[src/rtl/level_from_edges.sv]
// Edge-to-level encoder: turns one-cycle rise/fall strobes into a level
// waveform with enforced minimum high/low times and a one-deep pending slot.
module level_from_edges #(
   parameter int MIN_HIGH = 4,
   parameter int MIN_LOW  = 4
) (
   input  logic clk,
   input  logic reset_n,
   input  logic rise_req,
   input  logic fall_req,
   output logic level_out,
   output logic rise_done,
   output logic fall_done,
   output logic dropped,
   output logic busy
);

   localparam int          HIGH_C    = (MIN_HIGH < 1) ? 1 : MIN_HIGH;
   localparam int          LOW_C     = (MIN_LOW  < 1) ? 1 : MIN_LOW;
   localparam logic [15:0] HIGH_LOAD = 16'(HIGH_C - 1);
   localparam logic [15:0] LOW_LOAD  = 16'(LOW_C - 1);

   logic        level_q, level_d;
   logic [15:0] hold_q, hold_d;
   logic        pend_q, pend_d;
   logic        rise_done_q, rise_done_d;
   logic        fall_done_q, fall_done_d;
   logic        dropped_q, dropped_d;

   logic opp_req, same_req, hold_zero, cancel, accept, drop_opp;

   // Requests are classified relative to the current level, not by name.
   assign opp_req   = level_q ? fall_req : rise_req;
   assign same_req  = level_q ? rise_req : fall_req;
   assign hold_zero = (hold_q == 16'd0);
   // A same-level strobe only cancels when it arrives alone.
   assign cancel    = same_req & ~opp_req & pend_q;
   assign accept    = hold_zero & (opp_req | (pend_q & ~cancel));

   always_comb begin
      // NOTE: every comb output gets a default first so no latch is inferred.
      level_d     = level_q;
      hold_d      = hold_q;
      pend_d      = pend_q;
      rise_done_d = 1'b0;
      fall_done_d = 1'b0;
      drop_opp    = 1'b0;
      if (accept) begin
         level_d     = ~level_q;
         hold_d      = level_q ? LOW_LOAD : HIGH_LOAD;
         pend_d      = 1'b0;
         rise_done_d = ~level_q;
         fall_done_d = level_q;
      end else begin
         if (!hold_zero) hold_d = hold_q - 16'd1;
         if (cancel) begin
            pend_d = 1'b0;
         end else if (opp_req && !hold_zero) begin
            if (pend_q) drop_opp = 1'b1;
            else        pend_d   = 1'b1;
         end
      end
      dropped_d = (same_req & ~cancel) | drop_opp;
   end

   always_ff @(posedge clk) begin
      // NOTE: sequential state uses non-blocking assignments only.
      if (!reset_n) begin
         level_q     <= 1'b0;
         hold_q      <= 16'd0;
         pend_q      <= 1'b0;
         rise_done_q <= 1'b0;
         fall_done_q <= 1'b0;
         dropped_q   <= 1'b0;
      end else begin
         level_q     <= level_d;
         hold_q      <= hold_d;
         pend_q      <= pend_d;
         rise_done_q <= rise_done_d;
         fall_done_q <= fall_done_d;
         dropped_q   <= dropped_d;
      end
   end

   assign level_out = level_q;
   assign rise_done = rise_done_q;
   assign fall_done = fall_done_q;
   assign dropped   = dropped_q;
   assign busy      = (hold_q != 16'd0) | pend_q;

endmodule

[config.mk]
export PLATFORM = sky130hd
export DESIGN_NAME = level_from_edges
export DESIGN_NICKNAME = d
export VERILOG_FILES = /design/src/rtl/level_from_edges.sv
export SDC_FILE = /design/constraint.sdc
export NUM_CORES = 1
export LEC_CHECK = 0
export BUFFER_PORTS_ARGS = -buffer_cell sky130_fd_sc_hd__buf_4
export CAP_MARGIN = 25
export CORE_MARGIN = 2
export CORE_UTILIZATION = 40
export CTS_BUF_LIST = sky130_fd_sc_hd__clkbuf_8
export CTS_CLUSTER_DIAMETER = 150
export CTS_CLUSTER_SIZE = 16
export DETAILED_ROUTE_END_ITERATION = 6
export PLACE_DENSITY = 0.57
export SKIP_CTS_REPAIR_TIMING = 1
export SYNTH_ARGS = -nofsm -noshare
export SYNTH_HDL_FRONTEND = slang
export SYNTH_SLANG_ARGS = --single-unit
[constraint.sdc]
create_clock -name clk -period 1.6 [get_ports clk]
set_input_delay 0.08 -clock clk [delete_from_list [all_inputs] [get_ports clk]]
set_output_delay 0.08 -clock clk [all_outputs]
set_load 0.05 [all_outputs]
==> flow_summary.ini, run 1 <==
[run_status]
status = complete, but fails checks
violations = negative setup slack

[timing]
worstMarginPinSlew_ns = 0.476
setup_viol = 18
rsz0062_at_grt = true
fin_skew_ns = 0.00271
final.min_clock_period_ns = 1.80
fmax_mhz = 555
slew_violations = 0
layout_setup_ws_ns = -0.201
fin_crit_sh_pct = 113
maxSlewHeadroom_pct = 68.0
hold_viol = 0

[finish]
postLayoutCellArea_mm2 = 0.00176
stdcell_count = 201
drive_gt1_share_pct = 60.2
area_growth_pct = 64.7
nets = 178
final_util_pct = 70.3
n_antenna_cell = 0

[floorplanning]
die_w_um = 55.7
die-area_mm2 = 0.00310
die_y_um = 55.7
core_region_area_mm2 = 0.00250
row_count = 18
start_util_pct = 42.7
ios = 9

[logic_synthesis]
ys_ff_latch = 21
yosys_warnings = 0
synth_area_leaders = dfxtp_1, a21oi_1, o21ai_0, or3_1, o31ai_1
synth_top_cell_by_area = dfxtp_1
ys_seq_area_share_pct = 39.4
synth_edf_count = 0
synth_nets = 129
syn_avg_cell_area_um2 = 8.68
syn_area_mm2 = 0.00107
netlist_instances = 123
synth_ff_type = dfxtp_1
synthArstFlopShare_pct = 0
ys_types = 35
synth_top_area_share_pct = 39.4

[worst_hold_path]
hold_path.class = input port to flop

[placement]
hpwl_um = 1920
gp_congestion = 0.792
numPortBuffers = 8
dp_cells = 188
place_area_mm2 = 0.00142
pre_cts_ws_ns = -0.270

[clock_network]
cts_made_buffers = 3
path_clk_slew_ns = 0.08
htree_levels = 1
clkSinkCount = 21
cts-root-buf = clkbuf_8
clk_path_buf_depth = 2
tritoncts = built
clk_latency_ns = 0.27

[power_and_ir_drop]
p_total_uw = 4460
leakage_uw = 0.000694
power_density_mw_per_mm2 = 2530
vdd_drop_max_mv = 1.53

[worst_setup_path]
rrSetupSlack_ns = -0.20
cp-end-kind = flop
worst-setup-path-type = flop to flop
path_cells = nor4_2 > nand4_1 > buf_6 > o21ai_4 > clkbuf_16 > a21oi_2
worstPathArrival_ns = 1.96
critPathRequiredTime_ns = 1.75
critPathMaxStageDelay_ns = 0.48
critPathSlowestCell = nor4_2
start_kind = flop
crit_path_max_fanout = 7

[routing]
drtIter0Drc = 32
wirelength_um = 3230
avgViaCountPerCell = 5.95
post-route-drc-count = 0
ant_nets = 0
drt_first_pass_iters = 4
vias = 1196
wl_per_cell_um = 16.1

[grt]
antenna_found_initial = 0
grt_start_max_net_pins = 20
grt_pass1_vias = 1027
grt-ovfl-total = 0
grt_pass1_wl_um = 4500
grt_usage_pct = 18.1

[job]
drv_cap = 0
## placed cells by master, fill, tap and decap left out, drive strengths merged, types with 5 or more instances in the layout
master and n:
or2 5, or4 6, or3 10, o31ai 5
o21ai 10, dfxtp 21, a21oi 15, nand2 5
buf 46, nor4 5
## area by class of cell
cell class                 count  area (um^2)
clock buffer                   3         41.3
clock inverter                 1         5.00
multi-input combinational     95          817
tap                           30         37.5
fill                         209          742
timing repair buffer          47          403
sequential                    21          437
inverter                       4         17.5
## through the flow
stage | setup TNS [ns] | hold slack [ns]
3_3_place_gp | -2.46 | 0.359
6_report | -2.88 | 0.0742
5_1_grt | -3.94 | 0.0965
2_1_floorplan | -0.730 | 0.208
3_5_place_dp | -3.24 | 0.368
4_1_cts | -3.98 | 0.0863
## worst max-delay path: cells and delay by family (launching register included)
family	cells	cell delay, ns
flip-flops	1	0.33
AND/OR/NAND/NOR	2	0.70
buffers and inverters	2	0.39
AO/OA/AOI/OAI	2	0.27
## metal layers
metal	vias to the layer above	routed length, um	GRT usage [%]
li1	577	-	-
met1	586	1440	23.5
met2	26	1630	29.6
met3	7	103	2.79
met4	0	53	8.01
met5	-	0	0
## report_power, final
part           internal, uW  leakage (uW)  switching, uW
combinational          1650      0.000493           1490
clock                   174     0.0000255            194
sequential              737      0.000176            208
total                  2560      0.000694           1890
## flip-flops by register name, summed over array words and instances, names as in the netlist
| register | flops |
|---|---|
| dropped | 1 |
| level_out | 1 |
| hold_q | 16 |
| rise_done | 1 |
| pend_q | 1 |
| fall_done | 1 |
## worst paths after layout
path | startpoint | to | cells after the start
setup / recovery | hold_q[10] | hold_q[5] | 6
hold / removal | reset_n | hold_q[0] | 3
setup reg to reg | hold_q[10] | hold_q[5] | 6
hold reg to reg | level_out | rise_done | 1
## synthesized netlist by cell type, drive strengths merged (2+ instances only)
| master | n |
|---|---|
| a21oi | 15 |
| a31oi | 2 |
| buf | 4 |
| dfxtp | 21 |
| ha | 2 |
| inv | 4 |
| nand2 | 5 |
| nand2b | 2 |
| nand3 | 3 |
| nand4 | 2 |
| nor2 | 4 |
| nor3 | 4 |
| nor4 | 5 |
| o21ai | 10 |
| o31ai | 5 |
| o41ai | 3 |
| or2 | 5 |
| or3 | 10 |
| or4 | 6 |
| or4b | 2 |
## logic make-up (layout without fill, tap and decap cells)
logic type,Yosys count,in the layout,synth area share [%]
muxes,2,2,1.99
AOI/OAI and AO/OA,36,36,19.9
DFF,21,21,39.4
and+or+nand+nor,54,55,33.1
buffers and inverters,8,55,3.28
adders and majority gates,2,2,2.34
Power figures use the tool's default switching activity.
==> run 2, diff against run 1 <==
--- a/config.mk
+++ b/config.mk
@@ -13,7 +13,7 @@
 export CTS_CLUSTER_DIAMETER = 150
 export CTS_CLUSTER_SIZE = 16
 export DETAILED_ROUTE_END_ITERATION = 6
-export PLACE_DENSITY = 0.57
+export PLACE_DENSITY = 0.55
 export SKIP_CTS_REPAIR_TIMING = 1
 export SYNTH_ARGS = -nofsm -noshare
 export SYNTH_HDL_FRONTEND = slang
==> constraint.sdc (replaced) <==
create_clock -name clk -period 2 [get_ports clk]
set_input_delay 0.1 -clock clk [delete_from_list [all_inputs] [get_ports clk]]
set_output_delay 0.1 -clock clk [all_outputs]
set_load 0.05 [all_outputs]
==> flow_summary.ini, run 2 (synthesis results as in run 1) <==
[clock_network]
path_clk_slew_ns = 0.08
cts-root-buf = clkbuf_8
clk_path_buf_depth = 2
tritoncts = built
cts_made_buffers = 3
clk_latency_ns = 0.26
htree_levels = 1
clkSinkCount = 21

[timing]
maxSlewHeadroom_pct = 71.4
slew_violations = 0
setup_viol = 0
worstMarginPinSlew_ns = 0.425
fmax_mhz = 523
final.min_clock_period_ns = 1.91
hold_viol = 0
fin_crit_sh_pct = 95.6
fin_skew_ns = 0.00295
holdWs_ns = 0.123

[grt]
grt_start_max_net_pins = 20
busiest_layer = met2
grt-ovfl-total = 0
grt_pass1_vias = 930
grt_usage_pct = 15.3
grt_pass1_wl_um = 3930
grtUsageMet3_pct = 2.79
antenna_found_initial = 0
gr-usage-met1_pct = 19.5
use_met2_pct = 26.2

[worst_setup_path]
start_kind = flop
worst-setup-path-type = flop to flop
critPathRequiredTime_ns = 2.19
worstPathArrival_ns = 2.11
cp-end-kind = flop
reg2regPathDepth = 7
rrSetupSlack_ns = 0.09
crit_path_max_fanout = 11

[placement]
gp_congestion = 0.730
place_area_mm2 = 0.00117
hpwl_um = 1600
numPortBuffers = 8

[job]
drv_cap = 0

[floorplanning]
die_w_um = 55.7
core_region_area_mm2 = 0.00250
row_count = 18
start_util_pct = 42.7
ios = 9
die-area_mm2 = 0.00310
die_y_um = 55.7

[finish]
final_cell_mix = dfxtp_1, buf_4, a21oi_1
fillers = 246
nets = 145
multiInputGateArea_um2 = 626
regArea_um2 = 420
drive_gt1_share_pct = 24.6
regMostFlops = hold_q
area_growth_pct = 17.8
postLayoutCellArea_mm2 = 0.00126
mostFrequentLayoutCell = dfxtp_1
n_antenna_cell = 0
largest_reg_flops = 16

[routing]
post-route-drc-count = 0
ant_nets = 0
drtIter0Drc = 29
avgViaCountPerCell = 5.76
vias = 968
drt_first_pass_iters = 4
wirelength_um = 2260
wl_per_cell_um = 13.4

[worst_hold_path]
whs_path_depth = 2
hold_path.class = input port to flop

[power_and_ir_drop]
p_total_uw = 2380
vdd_drop_max_mv = 0.926
power_density_mw_per_mm2 = 1890
leakage_uw = 0.000477

[run_status]
status = complete, no violations
[run 2: worst max-delay path: stages (launching register included)]
cell     delay [ns]
dfxtp_1        0.35
inv_1          0.09
ha_1           0.22
nor4b_2        0.17
and4_4         0.25
buf_4          0.16
or4_1          0.46
a21oi_1        0.15
[run 2: cell type report]
class / instances / share of cell area (%)
multi-input combinational: 94 / 49.8
sequential: 21 / 33.4
timing repair buffer: 15 / 8.96
clock buffer: 3 / 3.28
tap: 30 / 2.99
inverter: 4 / 1.19
clock inverter: 1 / 0.398
[run 2: power breakdown]
part / switching [uW] / internal, uW
registers: 203 / 567
clock network: 137 / 138
logic: 716 / 620
[run 2: layer usage]
layer	up-vias	routed length, um	share of wire (%)
met5	-	0	0
met4	0	10	0.44
met3	2	42	1.9
met2	10	1070	47
met1	449	1140	50
li1	507	-	-
[run 2: path summary, 6_finish.rpt]
check                 start        end
hold / removal      reset_n  hold_q[1]
setup reg to reg  hold_q[0]  hold_q[5]
hold reg to reg   hold_q[9]  hold_q[9]
setup / recovery  hold_q[0]  hold_q[5]
[run 2: per-stage QoR]
stage	instances	utilization (%)	TNS (ns)	worst slack, ns
floorplan	123	-	0	0.135
global placement	161	47.0	0	0.154
detailed placement	161	47.0	0	0.0615
CTS	165	48.8	-0.211	-0.211
global route	168	50.3	-0.0829	-0.0413
finish	168	50.3	0	0.0878
==> run 3, diff against run 2 <==
--- a/config.mk
+++ b/config.mk
@@ -7,7 +7,6 @@
 export LEC_CHECK = 0
 export BUFFER_PORTS_ARGS = -buffer_cell sky130_fd_sc_hd__buf_4
 export CAP_MARGIN = 25
-export CORE_MARGIN = 2
 export CORE_UTILIZATION = 40
 export CTS_BUF_LIST = sky130_fd_sc_hd__clkbuf_8
 export CTS_CLUSTER_DIAMETER = 150
==> flow_summary.ini, run 3 (synthesis results as in run 1) <==
[worst_setup_path]
worstPathArrival_ns = 2.08
critPathRequiredTime_ns = 2.20
worst-setup-path-type = flop to flop
crit_path_max_fanout = 8
cp-end-kind = flop
start_kind = flop
reg2regPathDepth = 4

[timing]
maxSlewHeadroom_pct = 73.4
slew_violations = 0
worstMarginPinSlew_ns = 0.396
holdWs_ns = 0.115
hold_viol = 0
fin_crit_sh_pct = 94.1
fin_skew_ns = 0.00210
setup_viol = 0
final.min_clock_period_ns = 1.88
fmax_mhz = 531
rsz0062_at_grt = false

[clock_network]
clk_latency_ns = 0.26
htree_levels = 1
clk_path_buf_depth = 2
path_clk_slew_ns = 0.08
cts_made_buffers = 3
tritoncts = built
clkSinkCount = 21
cts-root-buf = clkbuf_8

[floorplanning]
row_count = 18
die_w_um = 53.7
ios = 9
start_util_pct = 42.7
die_y_um = 53.7
die-area_mm2 = 0.00288
core_region_area_mm2 = 0.00250

[routing]
drtIter0Drc = 15
vias = 976
drt-met1-wl_um = 1170
wl_met2_um = 1120
drt_first_pass_iters = 4
topRoutingLayerUsed = met4
ant_nets = 0
wirelength_um = 2330
post-route-drc-count = 0
wl_per_cell_um = 13.6
wl_met3_um = 36
avgViaCountPerCell = 5.71

[finish]
largest_reg_flops = 16
final_cell_mix = dfxtp_1, buf_4, a21oi_1
area_growth_pct = 20.5
drive_gt1_share_pct = 25.5
postLayoutCellArea_mm2 = 0.00129
nets = 148
n_antenna_cell = 0
fillers = 245
regMostFlops = hold_q
mostFrequentLayoutCell = dfxtp_1

[worst_hold_path]
hold_path.class = input port to flop
whs_path_depth = 2

[placement]
place_area_mm2 = 0.00120
gp_congestion = 0.784
hpwl_um = 1670
numPortBuffers = 8

[grt]
antenna_found_initial = 0
grt_pass1_wl_um = 3670
grt_pass1_vias = 827
grt_usage_pct = 17.9
grt_start_max_net_pins = 20
grt-ovfl-total = 0

[power_and_ir_drop]
power_density_mw_per_mm2 = 1930
leakage_uw = 0.000490
vdd_drop_max_mv = 1.00

[run_status]
status = complete, no violations

[job]
drv_cap = 0
-- run 3: report_power, final --
part           internal (uW)  total (uW)  switching (uW)
clock network            137         273             137
registers                567         753             186
logic                    676        1450             774
-- run 3: path summary, 6_finish.rpt --
| kind | from | to | slack (ns) |
|---|---|---|---|
| hold reg to reg | hold_q[9] | hold_q[9] | 0.51 |
| hold / removal | reset_n | hold_q[1] | 0.12 |
| setup / recovery | hold_q[2] | hold_q[12] | 0.12 |
| setup reg to reg | hold_q[2] | hold_q[12] | 0.12 |
-- run 3: metrics by stage --
stage	utilization (%)	total power [uW]	cells	setup slack (ns)	TNS (ns)
final	51.5	2480	171	0.118	0
after global routing	51.5	2690	171	0.00560	0
after CTS	49.7	2340	168	-0.200	-0.200
after detailed placement	47.9	2060	164	0.0629	0
after global placement	47.9	2030	164	0.0910	0
after floorplan	-	1700	123	0.135	0
-- run 3: routing by layer --
metal / global-route usage, % / vias to the layer above
met5: 0 / -
met4: 7.89 / 0
met3: 2.54 / 2
met2: 31.0 / 7
met1: 21.7 / 460
li1: - / 507
-- run 3: layout make-up --
| type | instances | area, um^2 | area share [%] |
|---|---|---|---|
| Clock buffer | 3 | 41.3 | 3.21 |
| Tap cell | 30 | 37.5 | 2.92 |
| Clock inverter | 1 | 3.75 | 0.292 |
| Sequential cell | 21 | 420 | 32.7 |
| Multi-Input combinational cell | 94 | 633 | 49.2 |
| Inverter | 4 | 15.0 | 1.17 |
| Timing Repair Buffer | 18 | 135 | 10.5 |
-- run 3: critical path, stage by stage (launching register included) --
cell and delay (ns):
dfxtp_1 0.38, or4_4 0.59, or2_0 0.24, or4_4 0.48, a21oi_2 0.13
